### config.mk
export PLATFORM = sky130hd
export DESIGN_NAME = mem_arbiter
export DESIGN_NICKNAME = d
export VERILOG_FILES = /design/src/rtl/mem_arbiter_pkg.sv /design/src/rtl/mem_arbiter_arb_rr2.sv /design/src/rtl/mem_arbiter.sv
export SDC_FILE = /design/constraint.sdc
export NUM_CORES = 1
export LEC_CHECK = 0
export BUFFER_PORTS_ARGS = -buffer_cell sky130_fd_sc_hd__buf_4
export CAP_MARGIN = 20
export CORE_ASPECT_RATIO = 0.5
export CORE_UTILIZATION = 47
export CTS_CLUSTER_SIZE = 28
export DETAILED_ROUTE_END_ITERATION = 16
export GPL_TIMING_DRIVEN = 0
export PLACE_DENSITY = 0.76
export SYNTH_ARGS = -nofsm -noshare
export SYNTH_HDL_FRONTEND = slang
export SYNTH_SLANG_ARGS = --single-unit
### constraint.sdc
create_clock -name clk -period 2.4 [get_ports clk]
set_clock_uncertainty 0.15 [all_clocks]
set_input_delay 0.48 -clock clk [delete_from_list [all_inputs] [get_ports clk]]
set_output_delay 0.48 -clock clk [all_outputs]
set_load 0.01 [all_outputs]
### src/rtl/mem_arbiter_pkg.sv
// Shared types and constants for the two-port memory arbiter.
// State and grant encodings are visible to any checker that binds to the top.
package mem_arbiter_pkg;

    typedef enum logic {
        ARB_IDLE = 1'b0,
        ARB_WAIT = 1'b1
    } arb_state_t;

    typedef enum logic {
        ARB_GNT_I = 1'b0,
        ARB_GNT_D = 1'b1
    } arb_gnt_t;

    localparam logic [31:0] ARB_ABORT_DATA = 32'hDEADBEEF;

    // Watchdog counter width: at least 8 bits, wide enough to hold TIMEOUT.
    function automatic int wd_width(input int timeout);
        int w;
        w = 8;
        while ((64'd1 << w) <= 64'(timeout))
            w++;
        return w;
    endfunction

endpackage

### src/rtl/mem_arbiter_arb_rr2.sv
// Two-way round-robin picker: a lone request wins outright, on conflict the
// port that was not served last wins. Purely combinational.
module arb_rr2
    import mem_arbiter_pkg::*;
(
    input  logic [1:0] req,   // [0] fetch, [1] data
    input  logic       last,  // 1 when the data port was served last
    output logic [1:0] gnt
);

    always_comb begin
        gnt = req;
        if (req == 2'b11)
            gnt = last ? 2'b01 : 2'b10;
    end

endmodule

### src/rtl/mem_arbiter.sv
// Shares one single-port memory between the fetch port (i_*) and the load/store
// port (d_*): per-port request latches, round-robin grant, 2-state FSM, watchdog.
module mem_arbiter
    import mem_arbiter_pkg::*;
#(
    parameter int ADDR_W  = 32,
    parameter int DATA_W  = 32,
    parameter int TIMEOUT = 255
) (
    input  logic                clk,
    input  logic                rst,
    input  logic [ADDR_W-1:0]   i_addr,
    input  logic                i_rstrb,
    output logic [DATA_W-1:0]   i_rdata,
    output logic                i_rbusy,
    input  logic [ADDR_W-1:0]   d_addr,
    input  logic [DATA_W-1:0]   d_wdata,
    input  logic [DATA_W/8-1:0] d_wmask,
    input  logic                d_rstrb,
    input  logic                d_wstrb,
    output logic [DATA_W-1:0]   d_rdata,
    output logic                d_rbusy,
    output logic                d_wbusy,
    output logic [ADDR_W-1:0]   m_addr,
    output logic [DATA_W-1:0]   m_wdata,
    output logic [DATA_W/8-1:0] m_wmask,
    output logic                m_rstrb,
    output logic                m_wstrb,
    input  logic [DATA_W-1:0]   m_rdata,
    input  logic                m_rbusy,
    input  logic                m_wbusy,
    output logic                err,
    output logic                dbg_state
);

    localparam int MASK_W = DATA_W / 8;
    localparam int WD_W   = wd_width(TIMEOUT);
    localparam logic [WD_W-1:0] WD_LAST = WD_W'((TIMEOUT > 0) ? TIMEOUT - 1 : 0);

    // Handshake: a strobe is sampled on any edge where its port is idle and
    // captured into a request latch; the port's busy output stays high from the
    // next cycle until the edge that completes or aborts the access.

    arb_state_t state, state_nxt;
    arb_gnt_t   last_grant, cur_port;
    logic       cur_write;

    logic              i_pend;
    logic [ADDR_W-1:0] i_addr_q;
    logic              d_pend, d_write_q;
    logic [ADDR_W-1:0] d_addr_q;
    logic [DATA_W-1:0] d_wdata_q;
    logic [MASK_W-1:0] d_wmask_q;

    logic [ADDR_W-1:0] m_addr_q;
    logic [DATA_W-1:0] m_wdata_q;
    logic [MASK_W-1:0] m_wmask_q;
    logic [WD_W-1:0]   wd_cnt;

    logic [1:0] gnt;
    logic       grant, grant_d, done, abort, end_op, i_end, d_end, cur_busy;

    arb_rr2 u_rr2 (
        .req  ({d_pend, i_pend}),
        .last (last_grant == ARB_GNT_D),
        .gnt  (gnt)
    );

    always_comb begin
        state_nxt = state;
        grant     = 1'b0;
        grant_d   = 1'b0;
        done      = 1'b0;
        abort     = 1'b0;
        m_addr    = m_addr_q;
        m_wdata   = m_wdata_q;
        m_wmask   = m_wmask_q;
        m_rstrb   = 1'b0;
        m_wstrb   = 1'b0;
        cur_busy  = cur_write ? m_wbusy : m_rbusy;
        case (state)
            ARB_IDLE: begin
                if (gnt != 2'b00) begin
                    grant     = 1'b1;
                    grant_d   = gnt[1];
                    state_nxt = ARB_WAIT;
                    if (gnt[1]) begin
                        m_addr  = d_addr_q;
                        m_wdata = d_wdata_q;
                        m_wmask = d_wmask_q;
                        m_wstrb = d_write_q;
                        m_rstrb = ~d_write_q;
                    end else begin
                        m_addr  = i_addr_q;
                        m_wmask = '0;
                        m_rstrb = 1'b1;
                    end
                end
            end
            ARB_WAIT: begin
                if (!cur_busy) begin
                    done      = 1'b1;
                    state_nxt = ARB_IDLE;
                end else if (TIMEOUT > 0 && wd_cnt >= WD_LAST) begin
                    abort     = 1'b1;
                    state_nxt = ARB_IDLE;
                end
            end
            default: state_nxt = ARB_IDLE;
        endcase
    end

    assign end_op    = done | abort;
    assign i_end     = end_op && (cur_port == ARB_GNT_I);
    assign d_end     = end_op && (cur_port == ARB_GNT_D);
    assign i_rbusy   = i_pend;
    assign d_rbusy   = d_pend & ~d_write_q;
    assign d_wbusy   = d_pend & d_write_q;
    assign dbg_state = state;

    always_ff @(posedge clk or negedge rst) begin
        if (!rst) begin
            state      <= ARB_IDLE;
            last_grant <= ARB_GNT_D;
            cur_port   <= ARB_GNT_I;
            cur_write  <= 1'b0;
            wd_cnt     <= '0;
            err        <= 1'b0;
            m_addr_q   <= '0;
            m_wdata_q  <= '0;
            m_wmask_q  <= '0;
        end else begin
            state     <= state_nxt;
            m_addr_q  <= m_addr;
            m_wdata_q <= m_wdata;
            m_wmask_q <= m_wmask;
            if (grant) begin
                cur_port  <= grant_d ? ARB_GNT_D : ARB_GNT_I;
                cur_write <= grant_d & d_write_q;
                wd_cnt    <= '0;
            end else if (state == ARB_WAIT && !end_op && wd_cnt != '1) begin
                wd_cnt <= wd_cnt + 1'b1;
            end
            if (end_op)
                last_grant <= cur_port;
            if (abort)
                err <= 1'b1;
        end
    end

    // Pending clears on the completion edge, so a strobe on that same edge is taken.
    always_ff @(posedge clk or negedge rst) begin
        if (!rst) begin
            i_pend   <= 1'b0;
            i_addr_q <= '0;
            i_rdata  <= '0;
        end else begin
            if (i_end) begin
                i_pend  <= 1'b0;
                i_rdata <= abort ? DATA_W'(ARB_ABORT_DATA) : m_rdata;
            end
            if ((!i_pend || i_end) && i_rstrb) begin
                i_pend   <= 1'b1;
                i_addr_q <= i_addr;
            end
        end
    end

    // A simultaneous load and store strobe captures only the store.
    always_ff @(posedge clk or negedge rst) begin
        if (!rst) begin
            d_pend    <= 1'b0;
            d_write_q <= 1'b0;
            d_addr_q  <= '0;
            d_wdata_q <= '0;
            d_wmask_q <= '0;
            d_rdata   <= '0;
        end else begin
            if (d_end) begin
                d_pend <= 1'b0;
                if (!cur_write)
                    d_rdata <= abort ? DATA_W'(ARB_ABORT_DATA) : m_rdata;
            end
            if ((!d_pend || d_end) && (d_rstrb || d_wstrb)) begin
                d_pend    <= 1'b1;
                d_write_q <= d_wstrb;
                d_addr_q  <= d_addr;
                d_wdata_q <= d_wdata;
                d_wmask_q <= d_wmask;
            end
        end
    end

endmodule
Word-level counts from Yosys, hierarchy flattened
Index checks and enable logic that the tools add are counted.
Word-level totals
  flip-flop bits (word level): 248
  bits of input ports: 139
  output and inout bits: 139
  word-level logic and storage cells: 85
Operators by class
  add/subtract/negate cells: 1
  order comparisons: 1
  equal/unequal tests: 2
  multiplexer cells: 38
  bitwise logic cells: 8
  reduce and logical (&&, ||, !) cells: 17
Operators with widths (count)
  two-way mux 32 bit: 7
  two-way mux 1 bit: 23
  two-way mux 8 bit: 2
  two-way mux 4 bit: 3
  adder 8 x 1 -> 8 bit (second input constant): 1
  >= comparator 8 bit (second input constant): 1
  inequality test 8 bit (second input constant): 1
  nonzero test 2 bit: 4
  logical AND 1 bit: 6
  two-way mux 2 bit: 2
  NOT 1 bit: 4
  AND 1 bit: 3
  logical NOT 1 bit: 3
  logical OR 1 bit: 3
  == test 2 bit (second input constant): 1
  case mux 1 bit (2 select lines): 1
  AND reduction 2 bit: 1
  OR 1 bit: 1

Longest topological paths before layout
Gate-level depths: netlist of run 1.
  depth after elaboration: 10
  gate-level depth with buffers: 8
  depth with buffers taken out: 6

By module
From an unflattened synthesis of run 1, not the netlist that was laid out.
Unflattened totals
  cell total of the unflattened synthesis: 664
  area total of the unflattened synthesis: 9641.7 um^2
Modules (own cells, without submodules)
  mem_arbiter: times used 1, cells each 661, area an instance 9623.0 um^2, seq. area each 6207.2 um^2
  arb_rr2: times used 1, cells each 3, area an instance 18.8 um^2, seq. area each 0.0 um^2

Least setup slack after synthesis of run 1
No wires, ideal clock.
  kind: reg2out
  start point: register d_pend
  end point: output m_wdata[16]
  arrival time: 1.747 ns
  data required time: 1.770 ns
  path slack: 0.023 ns
  cell stages (with the launch flop): 7
  path buffers: 3
  cell sequence: dfrtp_1 -> a21boi_0 -> buf_2 -> nor2b_1 -> buf_2 -> buf_2 -> mux2_2
On the way
  cells in the longest elaborated chain, start to end: 5
  elaborated cells on any way between the ends: 6
  classes of those cells: 1 x eq/ne; 4 x mux; 1 x reduce/logical
Ends and longest elaborated chain
  start: declaration: line mem_arbiter.sv:50  | logic d_pend, d_write_q;
  start signal: assignment: line mem_arbiter.sv:172  | d_pend <= 1'b0;
  start signal: assignment: line mem_arbiter.sv:180  | d_pend <= 1'b0;
  start signal: assignment: line mem_arbiter.sv:185  | d_pend <= 1'b1;
  == test 2 bit: line mem_arbiter_arb_rr2.sv:13  | if (req == 2'b11)
  two-way mux 2 bit *: line mem_arbiter_arb_rr2.sv:13
  two-way mux 32 bit / nonzero test 2 bit (equally long branches): line mem_arbiter.sv:87, mem_arbiter.sv:83
  two-way mux 32 bit *: line mem_arbiter.sv:83  | if (gnt != 2'b00) begin
  two-way mux 32 bit *: line mem_arbiter.sv:81  | case (state)
  end: declaration: line mem_arbiter.sv:25  | output logic [DATA_W-1:0] m_wdata,
Every way passes the cells marked *; elsewhere a longest branch is shown, timed or not.

Worst setup path after layout of run 1
  start point: register d_pend
  end point: output m_wdata[29]
The elaborated chain is that of the path after synthesis.

==> reports/qor.yml, run 1 <==
status: "complete, but fails checks"
violations: "negative setup slack"
drt-total-wl_mm: 26.37
ys_seq_elements: 248
grtUsageTotal_pct: 23.92
remaining_drc_errors: 0
drive_gt1_share_pct: 54.31
fp.dieH_um: 103.2
synthTopCellsByArea: "dfrtp_1 (64%), mux2_2 (13%), o22a_1 (4.4%), mux2i_1 (3.5%), mux2_1 (2.6%)"
ys_warn_count: 0
pin_count: 278
antenna_found_initial: 0
die_area_mm2: 0.02108
cp_slowest_cell: "dfrtp_2"
rsz0062_at_grt: "yes"
synth_compound_area_share_pct: 9.988
vias: 7020
synth.most_common_cell: "dfrtp_1"
crit_type: "flop to output pin"
clk_path_buf_depth: 3
cp-end-kind: "output pin"
synthMuxAreaShare_pct: 19.11
ant_nets: 0
hold_violations: 0
p_leak_nw: 6.853
cts_htree_levels: 1
clock.fmax_ghz: 0.3609
cts_inserted_buffers: 23
maxCapViolCount: 0
area_delta_synth_final_pct: 49.16
die_w_um: 204.3
n_fill_cell: 1240
dp_hpwl_mm: 17.13
critPathMaxFanout: 8
synth_cells: 664
cts_tree: "built"
yosysSeqAreaShare_pct: 64.52
grt_overflow_total: 0
min_path_type: "input pin to flop"
syn_avg_cell_area_um2: 14.49
synth_fa_ha_area_share_pct: 0.2601
syn_nets: 805
drtPass1Iterations: 4
cp_data_required_time_ps: 1770
power_density_mw_per_mm2: 1545
place_congestion: 0.8265
diodes: 0
clk_pin_slew_ps: 70
clkSinkCount: 248
clk_latency_ps: 510
synth_edf_count: 0
slew_headroom_pct: 36.00
port-buffer-count: 277
grt_pass1_wl_mm: 38.91
drt-wirelength-per-cell_um: 20.13
crit_path_start_kind: "flop"
drt_iter0_markers: 383
core_area_mm2: 0.01977
maxSlewViolCount: 0
synth-main-ff-cell: "dfrtp_1"
total_power_mw: 22.17
grt_max_degree: 118
synth_top_family_by_area: "multiplexers"
initial_utilization_pct: 48.65
synth_common_cells: "dfrtp_1 (247), mux2_2 (111), o22a_1 (48), nand2_1 (43), o21ai_0 (36)"
worst_slew_pin_slew_ps: 952.7
fin_ws_ps: -370.7
fin_crit_sh_pct: 115.4
vias_per_cell: 5.359
synthSimpleGateAreaFrac_pct: 3.759
multi_input_area_mm2: 0.003588
cp_cell_sequence: "a21boi_2, buf_4, nor2b_4, buf_12, buf_8, mux2_4, buf_6"
cts.root.buffer_cell: "clkbuf_16"
grt_pass1_vias: 7313
synth-xor-area-share_pct: 0.09104
vdd_drop_max_v: 0.001126
period_needed_ps: 2771
crit_arrival_ps: 2140
syn-cell-area_mm2: 0.009620
seqCellArea_mm2: 0.006212
synth-async-reset-ratio_pct: 100.0
critical-path-max-stage-delay_ps: 390
finalSetupViolations: 88
synth_cell_types: 45
core.rowCount: 36
yosys.area.top_type: "dfrtp_1"
timing.hold.ws_ps: 33.09
final_nets: 1169
synth_top_area_share_pct: 64.25
where the power goes:
| group | switching [mW] | internal (mW) |
|---|---|---|
| Clock | 1.58 | 2.10 |
| Sequential | 1.04 | 6.23 |
| Combinational | 4.66 | 6.56 |
| Total | 7.29 | 14.9 |
per-layer routing:
layer	global-route usage, %	vias up	share of wire (%)
met5	0	-	0
li1	-	3157	-
met3	5.626	66	6.2
met4	8.611	0	3.7
met1	29.95	3566	41
met2	41.25	231	49
layout make-up:
class,instances,area share (%)
plain buffers,37,3.069
clock buffers,31,4.708
clock inverters,10,0.6627
inverters,3,0.07847
multi-input cells,375,25.01
flip-flops and latches,248,43.29
well taps,266,2.319
repair buffers,340,20.86
repair_timing:
action	CTS	global route
resized for setup	171	78
cloned	6	7
buffers inserted	26	22
pin swaps	11	12
endpoints found under the hold margin	37	0
hold buffers	2	0
setup endpoints to repair	105	120
path summary, 6_finish.rpt:
kind | start | to | slack, ps | cells past startpoint
setup reg to reg | wd_cnt[0] | d_wmask_q[2] | -80 | 9
hold reg to reg | err | err | 330 | 1
hold / removal | d_wstrb | d_pend | 30 | 3
max in group asynchronous | rst | dbg_state | 470 | 4
setup / recovery | d_pend | m_wdata[29] | -370 | 7
min in group asynchronous | rst | d_wdata_q[20] | 270 | 2
cells by family after synthesis:
family	Yosys count
fa+ha+maj	2
mux	167
simple gates	78
compound gates	127
buf+inv	41
xor+xnor	1
flops	248
worst max-delay path: cells and delay by family (launching register included):
kind | cells | cell delay (ps)
buffers and inverters | 4 | 580
AND/OR/NAND/NOR | 1 | 180
flip-flops | 1 | 390
AO/OA/AOI/OAI | 1 | 150
multiplexers | 1 | 320
registers in the layout (all words and copies together), names as in the netlist, 4 cells and up:
name	flops
d_addr_q	32
wd_cnt	8
d_wdata_q	32
d_wmask_q	4
d_rdata	32
i_rdata	32
m_wmask_q	4
i_addr_q	32
m_addr_q	32
m_wdata_q	32
cell usage in the layout (no fill, tap or decap), drive strengths merged, types with 2 or more instances in the layout:
cell type      n
buf          350
dfrtp        247
mux2         133
clkbuf        55
o22a          48
nand2         43
o21ai         36
mux2i         34
a22o          20
nor2           8
clkinv         7
nor3           6
nand3          5
a21oi          5
a21o           4
inv            3
nor2b          3
nand4          3
nand2b         2
o31ai          2
or3            2
a211oi         2
clkinvlp       2
dlygate4sd3    2
and2           2
o31a           2
ha             2
per-stage QoR:
stage | instance area, µm² | setup slack (ps) | setup TNS (ps) | std cells | util (%)
floorplan | 9620 | 23.13 | 0 | 664 | -
global placement | 12030 | -1145 | -312160 | 1207 | 60.85
detailed placement | 12100 | -705.4 | -37950 | 1209 | 61.17
CTS | 13750 | -365.5 | -21430 | 1284 | 69.55
global route | 14350 | -447.3 | -29030 | 1310 | 72.57
finish | 14350 | -370.7 | -20390 | 1310 | 72.57
Power figures use the tool's default switching activity.
==> run 2, diff against run 1 <==
Settings changed: MAX_ROUTING_LAYER from default to met4.
==> run 2 against run 1 <==
The flow still finishes with violations (negative setup slack). Cell count down 0.15%. Non-clock buffer count down 2. Fmax about the same. Critical path type unchanged. Critical path depth unchanged. Register-to-register slack about the same. Sequential share of layout area up 0.20 points. Core utilization down 0.34 points. Combinational power about the same. Cell area down 0.47%.
==> reports/qor.yml, run 2 (synthesis results as in run 1) <==
status: "complete, but fails checks"
violations: "negative setup slack"
top_layer: "met4"
grt_pass1_vias: 7306  # -0.096%
place_congestion: 0.8389  # +1.5%
stdcell_area_mm2: 0.01428  # -0.47%
area_delta_synth_final_pct: 48.46
fin_ws_ps: -368.4  # +2.328 ps
clock.fmax_ghz: 0.3612  # about the same
rsz0062_at_grt: "yes"
clkSinkCount: 248  # unchanged
clk_path_buf_depth: 3  # unchanged
wl_met3_mm: 1.617  # -0.92%
met1_length_mm: 11.07  # +1.5%
crit_type: "flop to output pin"
clk_latency_ps: 520  # about the same
worstReg2RegStart: "wd_cnt[0]"
pin_count: 278  # unchanged
final_nets: 1167  # -0.17%
maxCapViolCount: 0  # unchanged
clk_pin_slew_ps: 70  # about the same
dp_hpwl_mm: 17.13  # unchanged
die_w_um: 204.3  # unchanged
core_area_mm2: 0.01977  # unchanged
final_common_cell: "buf_4"
met2_length_mm: 12.85  # about the same
vdd_drop_max_v: 0.001123  # -0.25%
power_density_mw_per_mm2: 1546  # about the same
ant_nets: 0  # unchanged
cp-startpoint: "d_pend"
die_area_mm2: 0.02108  # unchanged
cts_inserted_buffers: 23  # unchanged
crit_path_start_kind: "flop"
diodes: 0  # unchanged
fin_crit_sh_pct: 115.4  # about the same
slew_headroom_pct: 34.50  # -1.5 points
drive_gt1_share_pct: 54.22  # -0.088 points
cp_data_required_time_ps: 1770  # about the same
drt-wirelength-per-cell_um: 20.28  # +0.73%
grt_max_degree: 118  # unchanged
fin_util_pct: 72.23  # -0.34 points
hold_violations: 0  # unchanged
fp.dieH_um: 103.2  # unchanged
timing.rr.end: "d_wmask_q[2]"
finalSetupViolations: 83  # -5.7%
p_leak_nw: 6.811  # -0.61%
maxSlewViolCount: 0  # unchanged
initial_utilization_pct: 48.65  # unchanged
cts.root.buffer_cell: "clkbuf_16"
drtPass1Iterations: 4  # unchanged
cts_htree_levels: 1  # unchanged
endpoint: "m_wdata[29]"
crit_arrival_ps: 2140  # about the same
core.rowCount: 36  # unchanged
dpl-instance-area_mm2: 0.01210  # unchanged
reg2reg_depth: 9  # unchanged
drt-total-wl_mm: 26.52  # +0.58%
cp-end-kind: "output pin"
min_path_type: "input pin to flop"
remaining_drc_errors: 0  # unchanged
r2r_slack_ps: -70  # about the same
antenna_found_initial: 0  # unchanged
period_needed_ps: 2768  # -2.328 ps
holdPathStages: 3  # unchanged
critPathMaxFanout: 8  # unchanged
port-buffer-count: 277  # unchanged
timing.hold.ws_ps: 34.07  # +0.9867 ps
drt_iter0_markers: 317  # -17%
vias_per_cell: 5.383  # +0.45%
total_power_mw: 22.09  # -0.39%
grtUsageTotal_pct: 24.74  # +0.81 points
grt_pass1_wl_mm: 38.90  # about the same
worst_slew_pin_slew_ps: 975.0  # +22.25 ps
vias: 7041  # +0.30%
cts_tree: "built"
grt_overflow_total: 0  # unchanged
final_cell_mix: "buf_4 (286), dfrtp_1 (243), mux2_4 (74), mux2_2 (57), o22a_1 (48)"
==> run 2: changes by cell type in the layout (fill, tap and decap cells not counted), sizes merged <==
cell,previous run,this run
buf,350,349
clkbuf,55,54
==> run 2: where the power goes <==
part / internal (mW) / switching, mW
clock network: 2.10 / 1.58
registers: 6.23 / 1.04
logic: 6.48 / 4.66
total: 14.8 / 7.28
==> run 2: worst max-delay path, cell delays in order, from the launching register on <==
cell and delay, ps:
dfrtp_2 390, a21boi_2 150, buf_4 130, nor2b_4 180, buf_12 170, buf_8 140, mux2_4 320, buf_6 130
==> run 2: layer usage <==
metal	vias to the layer above	track usage (%)
met2	261	41.17
li1	3143	-
met5	-	-
met1	3564	30.49
met3	73	4.994
met4	0	8.611
==> run 2: how the worst min path moves through the flow <==
| stage | startpoint | end | slack [ps] |
|---|---|---|---|
| 6_report | d_wstrb | d_pend | 30 |
| 2_1_floorplan | rst | cur_port | 30 |
| 3_3_place_gp | err | err | 310 |
| 5_1_grt | d_wstrb | d_pend | 30 |
| 4_1_cts | d_wstrb | d_pend | 10 |
| 3_5_place_dp | rst | d_wdata_q[15] | 220 |
==> run 2: layout make-up <==
type / count / area (µm²)
Sequential cell: 248 / 6212
Fill cell: 1257 / 5492
Multi-Input combinational cell: 375 / 3562
Timing Repair Buffer: 338 / 2962
Clock buffer: 31 / 675.6
Buffer: 37 / 431.7
Tap cell: 266 / 332.8
Clock inverter: 10 / 95.09
Inverter: 3 / 11.26
==> run 2: repair_timing <==
action | 4_1_cts | 5_1_grt
pin swaps | 11 | 12
buffers inserted | 26 | 21
gates resized for setup | 171 | 69
gates cloned | 6 | 6
hold endpoints to repair | 37 | 0
setup endpoints to repair | 105 | 120
hold buffers | 2 | 0
==> run 2: through the flow <==
stage / TNS [ps] / cells / setup WS [ps]
3_3_place_gp: -312160 / 1207 / -1145
6_report: -20450 / 1308 / -368.4
5_1_grt: -28350 / 1308 / -448.5
2_1_floorplan: 0 / 664 / 23.13
3_5_place_dp: -37950 / 1209 / -705.4
4_1_cts: -21430 / 1284 / -365.5
==> run 3, diff against run 2 <==
Settings changed: BUFFER_PORTS_ARGS -buffer_cell sky130_fd_sc_hd__buf_4 to -buffer_cell sky130_fd_sc_hd__buf_2, CORE_UTILIZATION 47 to 56, PLACE_DENSITY 0.76 to 0.85.
Clock period 2.4 ns to 3.3 ns, I/O delays scaled along.
==> run 3 against run 2 <==
The flow now finishes without violations. Clock-buffer cell count shrank 2. Sequential cell count is the same. Clock power shrank 26%. Largest power group unchanged. Highest routed layer unchanged.
==> reports/qor.yml, run 3 (synthesis results as in run 1) <==
core_area_mm2: 0.01660  # -16%
hold_violations: 0  # unchanged
final_cell_mix: "buf_2 (285), dfrtp_1 (245), mux2_2 (111), o22a_1 (48), nand2_1 (43)"
clk_pin_slew_ps: 60  # about the same
cp_data_required_time_ps: 2490  # +720 ps
fp.dieH_um: 94.68  # -8.2%
drt-total-wl_mm: 22.50  # -15%
total_power_mw: 13.27  # -40%
drt-wirelength-per-cell_um: 18.58  # -8.3%
fin_crit_sh_pct: 95.75
cts_inserted_buffers: 22  # -4.3%
gr-usage-met3_pct: 4.794  # -0.20 points
p_seq_share_pct: 39.3  # +6.4 points
crit_path_start_kind: "flop"
critPathMaxFanout: 13  # +5
cts_htree_levels: 1  # unchanged
clock.fmax_ghz: 0.3165
worst_slew_pin_slew_ps: 951.8  # -23.18 ps
worstReg2RegStart: "cur_write"
clk_latency_ps: 500  # -20 ps
r2r_slack_ps: 800  # +870 ps
clkSinkCount: 248  # unchanged
antenna_found_initial: 1  # +1
intPower_mw: 8.693  # -41%
dp_hpwl_mm: 15.80  # -7.8%
die_area_mm2: 0.01774  # -16%
port-buffer-count: 277  # unchanged
remaining_drc_errors: 0  # unchanged
period_needed_ps: 3160
slew_headroom_pct: 36.06  # +1.6 points
area_delta_synth_final_pct: 26.39
grtUsageTotal_pct: 26.28  # +1.5 points
min_path_type: "input pin to asynchronous set/reset pin"
vias_per_cell: 5.528  # +2.7%
cp-end-kind: "output pin"
power_density_mw_per_mm2: 1091  # -29%
place_congestion: 0.8316  # -0.87%
holdBufCountCts: 0  # -2
drive_gt1_share_pct: 47.45  # -6.8 points
reg2reg_depth: 7  # -2
timing.hold.ws_ps: 51.24  # +17.16 ps
ant_nets: 0  # unchanged
crit_arrival_ps: 2350  # +210 ps
vias: 6694  # -4.9%
grtUsageMet2_pct: 44.18  # +3.0 points
crit_type: "flop to output pin"
power_frac_clock_pct: 20.5  # +3.9 points
p_sw_mw: 4.572  # -37%
status: "complete, no violations"
initial_utilization_pct: 57.96  # +9.3 points
p_sw_share_pct: 34.46  # +1.5 points
clk_path_buf_depth: 3  # unchanged
p_leak_nw: 5.792  # -15%
grt_pass1_wl_mm: 35.50  # -8.7%
dpl-instance-area_mm2: 0.01133  # -6.3%
drt_iter0_markers: 274  # -14%
grtUsageMet1_pct: 33.24  # +2.7 points
maxSlewViolCount: 0  # unchanged
rsz0062_at_grt: "no"
comb_power_share_pct: 40.2  # -10 points
grt-busiest-layer: "met2"
stdcell_area_mm2: 0.01216  # -15%
core.rowCount: 33  # -8.3%
final_common_cell: "buf_2"
maxCapViolCount: 0  # unchanged
cts.root.buffer_cell: "clkbuf_16"
drtPass1Iterations: 4  # unchanged
vdd_drop_max_v: 0.0006479  # -42%
die_w_um: 187.4  # -8.3%
grt_pass1_vias: 6853  # -6.2%
grt_max_degree: 129  # +9.3%
cts_tree: "built"
pin_count: 278  # unchanged
final_nets: 1108  # -5.1%
grt_overflow_total: 0  # unchanged
timing.rr.end: "d_addr_q[29]"
finalSetupViolations: 0  # -100%
==> run 3: changes by cell type in the layout (fill, tap and decap cells not counted), moves of 26 or more <==
cell,change
o21ai_1,-26
o21ai_0,+32
buf_4,-276
mux2_4,-74
mux2_2,+54
buf_2,+281
buf_6,-33
==> run 3: how the worst max path moves through the flow <==
stage / startpoint / end / slack [ps] / cells after the start
after floorplan: d_pend / m_wdata[16] / 740 / 6
after global placement: rst / i_rdata[24] / -2670 / 1
after detailed placement: d_pend / m_wdata[30] / 140 / 7
after CTS: i_rbusy / m_wdata[22] / 5 / 7
after global routing: i_rbusy / m_addr[6] / 4 / 6
final: i_rbusy / m_addr[7] / 140 / 6
==> run 3: power by group through the flow <==
stage	combinational [mW]	clock, mW	sequential (mW)
floorplan	3.20	0	5.24
global placement	5.09	0	5.14
detailed placement	5.27	0	5.25
CTS	5.34	2.77	5.21
global route	5.74	2.91	5.37
finish	5.33	2.72	5.22
==> run 3: metal layers <==
metal	wire length, µm	vias to the layer above
li1	-	3013
met1	9566	3414
met2	11270	217
met3	1132	50
met4	538	0
met5	0	-
==> run 3: cell type report <==
class	instances	area, µm²
fillers	1089	4439
diodes	2	5.005
multi-input cells	375	3202
repair buffers	280	1439
plain buffers	37	232.7
inverters	3	11.26
clock buffers	29	648.1
clock inverters	10	127.6
flip-flops and latches	248	6210
well taps	227	284.0
==> run 3: per-stage QoR <==
| stage | setup WS [ps] | utilization (%) | setup TNS [ps] | cells |
|---|---|---|---|---|
| 3_3_place_gp | -2670 | 68.02 | -653170 | 1168 |
| 6_report | 140.3 | 73.25 | 0 | 1211 |
| 3_5_place_dp | 143.4 | 68.25 | 0 | 1169 |
| 5_1_grt | 3.601 | 73.24 | 0 | 1210 |
| 2_1_floorplan | 743.1 | - | 0 | 664 |
| 4_1_cts | 4.611 | 73.07 | 0 | 1208 |
==> run 3: critical path: stages, from the launching register on <==
cell      delay (ps)
dfrtp_2          440
nor2_1           190
or2_2            330
clkbuf_1         440
nand2_1          120
o21ai_0          140
buf_2            190
==> run 3: what timing repair did <==
action	CTS	global route
resized for setup	8	10
endpoints found under the setup margin	69	41
buffers inserted	1	1
